===== src/rtl/pipe_hold_ctrl.sv =====
// ============================================================================
// Module   : pipe_hold_ctrl
// Purpose  : Hazard/flow sequencer for the 3-stage core. Merges redirects,
//            holds and interrupt entry. Optional watchdog: `STALL_WDT_EN.
// Revision : 1.0 - initial release
// ============================================================================
`default_nettype none

module pipe_hold_ctrl #(
    parameter int unsigned FLUSH_CYCLES  = 1,
    parameter int unsigned STALL_TIMEOUT = 255
) (
    input  logic        clk,
    input  logic        rst_n,
    input  logic        jump_en_i,
    input  logic [31:0] jump_addr_i,
    input  logic        hold_ex_i,
    input  logic        hold_bus_i,
    input  logic        irq_req_i,
    input  logic [31:0] irq_addr_i,
    output logic        jump_en_o,
    output logic [31:0] jump_addr_o,
    output logic        hold_pc_o,
    output logic        hold_if_id_o,
    output logic        flush_if_id_o,
    output logic        flush_id_ex_o,
    output logic        irq_ack_o,
    output logic        stall_timeout_o
);

    localparam logic [3:0] c_RELOAD = 4'(FLUSH_CYCLES - 1);
    localparam bit         c_MULTI  = (FLUSH_CYCLES > 1);

    if (FLUSH_CYCLES == 0 || FLUSH_CYCLES > 15 ||
        STALL_TIMEOUT == 0 || STALL_TIMEOUT > 65535) begin : g_param_check
        $error("pipe_hold_ctrl: FLUSH_CYCLES or STALL_TIMEOUT out of range");
    end

    typedef enum logic [1:0] {
        S_RUN   = 2'd0,
        S_FLUSH = 2'd1,
        S_IRQ   = 2'd2
    } state_t;

    state_t      r_state, w_state_nxt;
    logic [3:0]  r_cnt, w_cnt_nxt;
    logic        w_jump, w_hold, w_flush, w_ack;
    logic [31:0] w_addr;

    always_ff @(posedge clk or negedge rst_n) begin
        if (!rst_n) begin
            r_state <= S_RUN;
            r_cnt   <= 4'd0;
        end else begin
            r_state <= w_state_nxt;
            r_cnt   <= w_cnt_nxt;
        end
    end

    always_comb begin
        w_state_nxt = r_state;
        w_cnt_nxt   = r_cnt;
        w_jump      = 1'b0;
        w_hold      = 1'b0;
        w_flush     = 1'b0;
        w_ack       = 1'b0;
        w_addr      = 32'h0;
        case (r_state)
            S_RUN: begin
                if (jump_en_i) begin
                    w_jump  = 1'b1;
                    w_addr  = jump_addr_i;
                    w_flush = 1'b1;
                    if (c_MULTI) begin
                        w_state_nxt = S_FLUSH;
                        w_cnt_nxt   = c_RELOAD;
                    end
                end else if (hold_bus_i || hold_ex_i) begin
                    w_hold = 1'b1;
                end else if (irq_req_i) begin
                    // Entry is taken next cycle so the vector load is a clean strobe.
                    w_state_nxt = S_IRQ;
                end
            end
            S_FLUSH: begin
                w_flush = 1'b1;
                if (jump_en_i) begin
                    w_jump = 1'b1;
                    w_addr = jump_addr_i;
                    if (c_MULTI) begin
                        w_cnt_nxt = c_RELOAD;
                    end else begin
                        w_state_nxt = S_RUN;
                        w_cnt_nxt   = 4'd0;
                    end
                end else if (r_cnt <= 4'd1) begin
                    w_state_nxt = S_RUN;
                    w_cnt_nxt   = 4'd0;
                end else begin
                    w_cnt_nxt = r_cnt - 4'd1;
                end
            end
            S_IRQ: begin
                w_jump  = 1'b1;
                w_flush = 1'b1;
                // A concurrent redirect wins; the level irq is retried later.
                if (jump_en_i) begin
                    w_addr = jump_addr_i;
                end else begin
                    w_addr = irq_addr_i;
                    w_ack  = 1'b1;
                end
                if (c_MULTI) begin
                    w_state_nxt = S_FLUSH;
                    w_cnt_nxt   = c_RELOAD;
                end else begin
                    w_state_nxt = S_RUN;
                    w_cnt_nxt   = 4'd0;
                end
            end
            default: begin
                w_state_nxt = S_RUN;
                w_cnt_nxt   = 4'd0;
            end
        endcase
    end

    assign jump_en_o     = w_jump;
    assign jump_addr_o   = w_addr;
    assign hold_pc_o     = w_hold;
    assign hold_if_id_o  = w_hold;
    assign flush_if_id_o = w_flush;
    assign flush_id_ex_o = w_flush;
    assign irq_ack_o     = w_ack;

`ifdef STALL_WDT_EN
    localparam logic [15:0] c_TIMEOUT = 16'(STALL_TIMEOUT);

    logic [15:0] r_wdt;
    logic        w_wdt_fire;

    assign w_wdt_fire = w_hold && ((r_wdt + 16'd1) == c_TIMEOUT);

    always_ff @(posedge clk or negedge rst_n) begin
        if (!rst_n) begin
            r_wdt <= 16'd0;
        end else if (!w_hold || w_wdt_fire) begin
            r_wdt <= 16'd0;
        end else begin
            r_wdt <= r_wdt + 16'd1;
        end
    end

    assign stall_timeout_o = w_wdt_fire;
`else
    assign stall_timeout_o = 1'b0;
`endif

endmodule

`default_nettype wire


===== config.mk =====
export PLATFORM = sky130hd
export DESIGN_NAME = pipe_hold_ctrl
export DESIGN_NICKNAME = d
export VERILOG_FILES = /design/src/rtl/pipe_hold_ctrl.sv
export SDC_FILE = /design/constraint.sdc
export NUM_CORES = 1
export LEC_CHECK = 0
export BUFFER_PORTS_ARGS = -buffer_cell sky130_fd_sc_hd__buf_2
export CORE_MARGIN = 3
export CORE_UTILIZATION = 19
export CTS_CLUSTER_DIAMETER = 200
export DETAILED_ROUTE_END_ITERATION = 16
export PLACE_DENSITY = 0.82
export SLEW_MARGIN = 20
export SYNTH_ARGS = -nofsm -noshare
export SYNTH_HDL_FRONTEND = slang
export SYNTH_SLANG_ARGS = --single-unit

===== constraint.sdc =====
create_clock -name clk -period 1.1 [get_ports clk]
set_clock_uncertainty 0.1 [all_clocks]
set_input_delay 0.055 -clock clk [delete_from_list [all_inputs] [get_ports clk]]
set_output_delay 0.055 -clock clk [all_outputs]
set_load 0.01 [all_outputs]

---- After elaboration in Yosys (flattened, before gate mapping) ----
Index checks and enable logic that the tools add are counted.
word-level totals
  output and inout port bits .............. 39
  bits of input ports ..................... 70
  word-level logic and storage cells ...... 35
  bits in registers ....................... 6
cells by class
  equality and inequality tests ........... 6
  muxes and demuxes ....................... 20
  reduce and logical (&&, ||, !) cells .... 5
  add/subtract/negate cells ............... 1
  magnitude comparators ................... 1
operator list
  kind                   number
  $mux W32               2
  $pmux W32 S2           1
  $mux W2                5
  $mux W4                2
  $pmux W4 S2            1
  $mux W1                6
  $ne A2 B2 Y1 const B   3
  $le A4 B1 Y1 const B   1
  $pmux W1 S2            2
  $pmux W2 S2            1
  $reduce_and A4 Y1      1
  $reduce_or A2 Y1       2
  $sub A4 B1 Y4 const B  1
  $ne A3 B3 Y1 const B   1
  $eq A2 B1 Y1 const B   1
  $eq A2 B2 Y1 const B   1
  $logic_not A2 Y1       1
  $logic_or A1 B1 Y1     1

---- Logic depth before layout (Yosys ltp) ----
Gate-level depths: netlist of the first run.
  depth in word-level cells ............... 4
  gate-level depth with buffers ........... 5
  gate-level depth less buffers ........... 2

---- Worst setup path before layout of the first run ----
Ideal clock, no wire load.
  kind .................................... reg2out
  from .................................... register r_state[1]
  to ...................................... output hold_pc_o
  setup slack ............................. -0.069 ns
  required time ........................... 0.945 ns
  path buffers ............................ 1
  cell stages (with the launch flop) ...... 4
  arrival ................................. 1.014 ns
  cells stage by stage .................... dfrtp_1 or2_4 nor2_1 buf_4
between the ends
  longest elaborated chain between the ends .. 2
ends and longest elaborated chain
  item                    line  RTL
  start, declared         45    state_t r_state, w_state_nxt;
  start signal, assigned  55    r_state <= w_state_nxt;
  $logic_not A2 Y1        68    case (r_state)
  $mux W1                 68
  end, declared           23    output logic hold_pc_o,
Every way passes these cells.

---- Final worst setup path of the first run ----
  from .................................... register r_state[1]
  to ...................................... output jump_addr_o[14]
between the ends
  longest elaborated chain between the ends .. 3
  elaborated cells on any way between the ends .. 5
  those cells by class .................... 2 x eq/ne; 1 x mux; 2 x reduce/logical
ends and longest elaborated chain
  item                                                     line  RTL
  $eq A2 B1 Y1 / $logic_not A2 Y1 (equally long branches)  68
  $reduce_or A2 Y1 (no line)                               n/a
  $pmux W32 S2 *                                           68
  end, declared                                            22    output logic [31:0] jump_addr_o,
Every way passes the cells marked *; elsewhere a longest branch is shown, timed or not.

==> impl_metrics.env, run 1 <==
export IMPL_row_count=16
export IMPL_antenna_left=0
export IMPL_cp_max_fo=20
export IMPL_initial_core_util_pct=21.3
export IMPL_startpoint_type="flop"
export IMPL_viasPerCell=4.61
export IMPL_switching_share_pct=38.9
export IMPL_min_from="hold_ex_i"
export IMPL_reg_top3="r_state: 1 flops"
export IMPL_place_ws_ps=-43.5
export IMPL_io_pin_count=109
export IMPL_largest_register_ffs=1
export IMPL_violations="setup timing"
export IMPL_synth_nets=121
export IMPL_ys_ff_latch=1
export IMPL_grt_antenna_before_repair=0
export IMPL_pwr_share_seq_pct=9.5
export IMPL_synth_cell_type_count=11
export IMPL_finalNetCount=223
export IMPL_ys_warn_count=0
export IMPL_power_frac_comb_pct=90.5
export IMPL_ys_seq_area_share_pct=5.59
export IMPL_routedWlPerCell_um=12.6
export IMPL_gp_congestion=0.722
export IMPL_wirelength_um=2250
export IMPL_first_pass_iters=3
export IMPL_place_hpwl_um=1960
export IMPL_p_total_mw=0.409
export IMPL_synth_xor_area_share_pct=0
export IMPL_switching_power_mw=0.159
export IMPL_grtUsageTotal_pct=12.1
export IMPL_synth_top_family_by_area="compound AO/OA/AOI/OAI gates"
export IMPL_syn_area_um2=448
export IMPL_muxShareOfSynthArea_pct=0
export IMPL_synth_compound_area_share_pct=62.6
export IMPL_slew_viol_final=0
export IMPL_cp_required_ps=940
export IMPL_startpoint="r_state[1]"
export IMPL_critPathArrivalTime_ps=990
export IMPL_end_kind="primary output"
export IMPL_layout_common_cells="107 x buf_2, 32 x a22o_1, 2 x buf_12, 2 x buf_4"
export IMPL_cp_slowest_cell="dfrtp_1"
export IMPL_synthAdderAreaFrac_pct=0
export IMPL_fmax_ghz=0.874
export IMPL_dieArea_um2=2980
export IMPL_dr_total_vias=821
export IMPL_ir_drop_uv=328
export IMPL_syn2layout_area_growth_pct=123
export IMPL_synthCells=51
export IMPL_die_y_um=54.6
export IMPL_multi_input_area_um2=340
export IMPL_num_antenna_cells=0
export IMPL_path_clk_slew_ps=0
export IMPL_p_int_mw=0.250
export IMPL_path_cells="nor2b_4 > buf_12 > a22o_1 > buf_2"
export IMPL_hold_violations=0
export IMPL_io_buffers=107
export IMPL_grt_pass1_vias=664
export IMPL_clk_latency_ps=0
export IMPL_min_delay_path_class="primary input to flop"
export IMPL_grt_max_degree=22
export IMPL_coreArea_um2=2100
export IMPL_regArea_um2=25.0
export IMPL_fill_cells=228
export IMPL_drt_iter0_drc=6
export IMPL_p_per_area_nw_per_um2=409
export IMPL_syn_avg_cell_area_um2=8.78
export IMPL_setup_slack_ps=-44.5
export IMPL_r2r_start="r_state[1]"
export IMPL_synthSimpleGateAreaFrac_pct=8.94
export IMPL_rsz0062_at_grt="yes"
export IMPL_finalCriticalPeriod_ps=1140
export IMPL_timing_max_cap_violations=0
export IMPL_post_route_period_util_pct=104
export IMPL_setup_viol=32
export IMPL_drc_errors=0
export IMPL_grt_pass1_wl_um=2840
export IMPL_regMostFlops="r_state"
export IMPL_tns_ps=-758
export IMPL_power_leakage_nw=0.619
export IMPL_status="finished with violations"
export IMPL_critical_path_max_stage_delay_ps=360
export IMPL_layout_drive_gt1_share_pct=76.2
export IMPL_worstSetupPathType="flop to primary output"
export IMPL_die_w_um=54.6
export IMPL_layout_cells_most_common="buf_2"
export IMPL_grt_overflow=0
export IMPL_clockPowerShare_pct=0
[final timing paths]
| path | end | slack, ps | depth (start not counted) |
|---|---|---|---|
| min reg2reg | r_state[1] | 480 | 2 |
| min | r_state[1] | 160 | 2 |
| max in group asynchronous | r_state[1] | 550 | 2 |
| max reg2reg | r_state[1] | 20 | 2 |
| min in group asynchronous | r_state[1] | 260 | 2 |
| max | jump_addr_o[14] | -40 | 4 |
[cell families after synthesis]
logic type	after synthesis
and+or+nand+nor	5
buffers and inverters	12
other	1
AOI/OAI and AO/OA	32
DFF	1
[metal layers]
layer  vias to the layer above  global-route usage [%]  routed length [um]
met5                         -                       0                   0
met4                         0                       0                   0
met3                         0                    1.91                 404
met2                        69                    24.3                1050
met1                       346                    14.0                 796
li1                        406                       -                   -
[stage by stage]
| step | cells | hold WS, ps | instance area (um^2) | util, % |
|---|---|---|---|---|
| 3_3_place_gp | 177 | -270 | 981 | 46.7 |
| 3_5_place_dp | 177 | -269 | 981 | 46.7 |
| 4_1_cts | 178 | 138 | 991 | 47.1 |
| 5_1_grt | 178 | 179 | 1000 | 47.6 |
| 2_1_floorplan | 51 | -341 | 455 | - |
| 6_report | 178 | 158 | 1000 | 47.6 |
[worst max-delay path: cells and delay by family, from the launching register on]
family,cells,cell delay (ps)
flops,1,360
simple gates,1,150
buf+inv,2,280
compound gates,1,200
[power groups by stage]
stage | Clock (mW) | Sequential [mW] | Combinational, mW
after floorplan | 0 | 0.0388 | 0.172
after global placement | 0 | 0.0388 | 0.366
after detailed placement | 0 | 0.0389 | 0.366
after CTS | 0 | 0.0389 | 0.371
after global routing | 0 | 0.0391 | 0.405
final | 0 | 0.0389 | 0.370
[synth_stat cells]
| library cell | count | area, um^2 |
|---|---|---|
| conb_1 | 1 | 3.75 |
| dfrtp_1 | 1 | 25.0 |
| nor2_1 | 2 | 7.51 |
| or2_4 | 1 | 8.76 |
| a22o_1 | 32 | 280 |
| buf_4 | 4 | 30.0 |
| buf_6 | 5 | 56.3 |
| clkbuf_1 | 2 | 7.51 |
| nor2b_2 | 1 | 8.76 |
| buf_2 | 1 | 5.00 |
| nor4b_2 | 1 | 15.0 |
[cell type report]
cell class | instances | share of cell area, %
multi-input cells | 38 | 34.0
repair buffers | 112 | 60.1
flip-flops and latches | 1 | 2.50
well taps | 27 | 3.38
[repair_timing]
| item | 4_1_cts | 5_1_grt |
|---|---|---|
| endpoints found under the hold margin | 1 | 0 |
| endpoints found under the setup margin | 32 | 33 |
| setup buffers | 0 | 0 |
| resized for setup | 0 | 1 |
| hold buffers | 1 | 0 |
| pin swaps | 0 | 1 |
No activity file was read; power rests on OpenSTA's default activity.
==> run 2: changes to the inputs <==
- CORE_UTILIZATION: 19 -> 22
- PLACE_DENSITY: 0.82 -> 0.89
- SLEW_MARGIN: 20 -> 0
- clock period: 1.1 -> 1.07 ns (I/O delays scaled with it)
==> run 2 against run 1 <==
Compared with the run above: the run still ends with setup timing left; die area down 12%; combinational power is 4% higher; routed wire length up 6.8%.
==> impl_metrics.env, run 2 (synthesis results as in run 1) <==
export IMPL_status="finished with violations"
export IMPL_violations="setup timing"
export IMPL_tns_ps=-1370
export IMPL_grt_max_degree=23
export IMPL_grt_antenna_before_repair=0
export IMPL_power_leakage_nw=0.615
export IMPL_post_route_period_util_pct=106
export IMPL_syn2layout_area_growth_pct=122
export IMPL_io_pin_count=109
export IMPL_dieArea_um2=2610
export IMPL_wirelength_um=2400
export IMPL_drt_iter0_drc=4
export IMPL_hold_end="r_state[1]"
export IMPL_die_y_um=51.1
export IMPL_hold_violations=0
export IMPL_first_pass_iters=4
export IMPL_place_hpwl_um=2110
export IMPL_clockPowerShare_pct=0
export IMPL_p_total_mw=0.423
export IMPL_crit_buf_inv=2
export IMPL_path_clk_slew_ps=0
export IMPL_end_kind="primary output"
export IMPL_clk_latency_ps=0
export IMPL_drc_errors=0
export IMPL_multi_input_area_um2=337
export IMPL_ff2ff_setup_slack_ps=-20
export IMPL_path_cells="nor2b_4 > buf_12 > a22o_1 > buf_2"
export IMPL_dr_total_vias=833
export IMPL_finalCriticalPeriod_ps=1140
export IMPL_ir_drop_uv=300
export IMPL_critical_path_max_stage_delay_ps=360
export IMPL_viasPerCell=4.73
export IMPL_fmax_ghz=0.879
export IMPL_finalNetCount=223
export IMPL_largest_register_ffs=1
export IMPL_initial_core_util_pct=24.6
export IMPL_regMostFlops="r_state"
export IMPL_grtUsageTotal_pct=16.9
export IMPL_worstSetupPathType="flop to primary output"
export IMPL_die_w_um=51.1
export IMPL_setup_viol=33
export IMPL_timing_max_cap_violations=0
export IMPL_layout_drive_gt1_share_pct=76.2
export IMPL_p_per_area_nw_per_um2=426
export IMPL_coreArea_um2=1820
export IMPL_grt_overflow=0
export IMPL_switching_power_mw=0.167
export IMPL_place_inst=175
export IMPL_switching_share_pct=39.5
export IMPL_power_frac_comb_pct=90.5
export IMPL_startpoint_type="flop"
export IMPL_cpLargestDelayFamily="flip-flops"
export IMPL_io_buffers=107
export IMPL_r2r_end="r_state[1]"
export IMPL_pwr_share_seq_pct=9.5
export IMPL_final_cells=176
export IMPL_cp_max_fo=22
export IMPL_fill_cells=173
export IMPL_routedWlPerCell_um=13.6
export IMPL_num_antenna_cells=0
export IMPL_grt_pass1_vias=819
export IMPL_rr_worst_depth=2
export IMPL_layout_cells_most_common="buf_2"
export IMPL_antenna_left=0
export IMPL_r2r_start="r_state[1]"
export IMPL_gp_congestion=0.706
export IMPL_cp_required_ps=920
export IMPL_p_int_mw=0.256
export IMPL_layout_common_cells="107 x buf_2, 32 x a22o_1, 2 x buf_12, 2 x buf_4"
export IMPL_min_delay_path_class="primary input to flop"
export IMPL_setup_slack_ps=-67.3
export IMPL_holdPathStages=2
export IMPL_place_ws_ps=-67.3
export IMPL_slew_viol_final=0
export IMPL_reg_top3="r_state: 1 flops"
export IMPL_min_from="hold_bus_i"
export IMPL_postCtsResizedCells=0
export IMPL_row_count=15
export IMPL_cp_slowest_cell="dfrtp_1"
export IMPL_rsz0062_at_grt="yes"
export IMPL_grt_pass1_wl_um=3560
export IMPL_critPathArrivalTime_ps=980
export IMPL_regArea_um2=25.0
[run 2: cell counts in the layout (fill, tap and decap cells not counted)]
No cell type changed its count.
[run 2: worst register-to-register path, delay by kind of cell, from the launching register on]
kind | cells | cell delay (ps)
flops | 1 | 360
simple gates | 2 | 530
[run 2: what timing repair did]
item | in CTS | in global routing
pin swaps | 0 | 0
endpoints found under the setup margin | 33 | 33
hold endpoints to repair | 1 | 0
cloned | 0 | 0
hold buffers | 1 | 0
setup buffers | 0 | 0
[run 2: layout make-up]
class,count,share of cell area (%)
Multi-Input combinational cell,38,33.9
Sequential cell,1,2.52
Tap cell,25,3.15
Timing Repair Buffer,112,60.5
[run 2: worst max path at each step]
stage                           from         endpoint  slack [ps]  cells past startpoint
after global placement    r_state[1]  jump_addr_o[19]         -50                      4
after floorplan           r_state[1]   jump_addr_o[0]         -10                      4
after CTS                 r_state[1]   jump_addr_o[3]         -70                      4
after global routing      r_state[1]  jump_addr_o[15]        -100                      4
final                     r_state[1]   jump_addr_o[3]         -70                      4
after detailed placement  r_state[1]   jump_addr_o[3]         -70                      4
[run 2: stage by stage]
| step | instance area [um^2] | hold WS [ps] | util [%] |
|---|---|---|---|
| floorplan | 460 | -342 | - |
| finish | 993 | 138 | 54.6 |
| CTS | 993 | 139 | 54.6 |
| global placement | 983 | -270 | 54.0 |
| global route | 993 | 145 | 54.6 |
| detailed placement | 983 | -270 | 54.0 |
[run 2: routing by layer]
metal	global-route usage [%]	wire, um	up-vias
met4	0	0	0
li1	-	-	405
met1	16.4	760	354
met2	36.9	1240	74
met5	0	0	-
met3	3.79	402	0
[run 2: power groups by stage]
stage,combinational (mW),sequential [mW],clock [mW]
3_5_place_dp,0.382,0.0400,0
3_3_place_gp,0.375,0.0399,0
5_1_grt,0.417,0.0400,0
4_1_cts,0.386,0.0400,0
6_report,0.383,0.0400,0
2_1_floorplan,0.178,0.0399,0
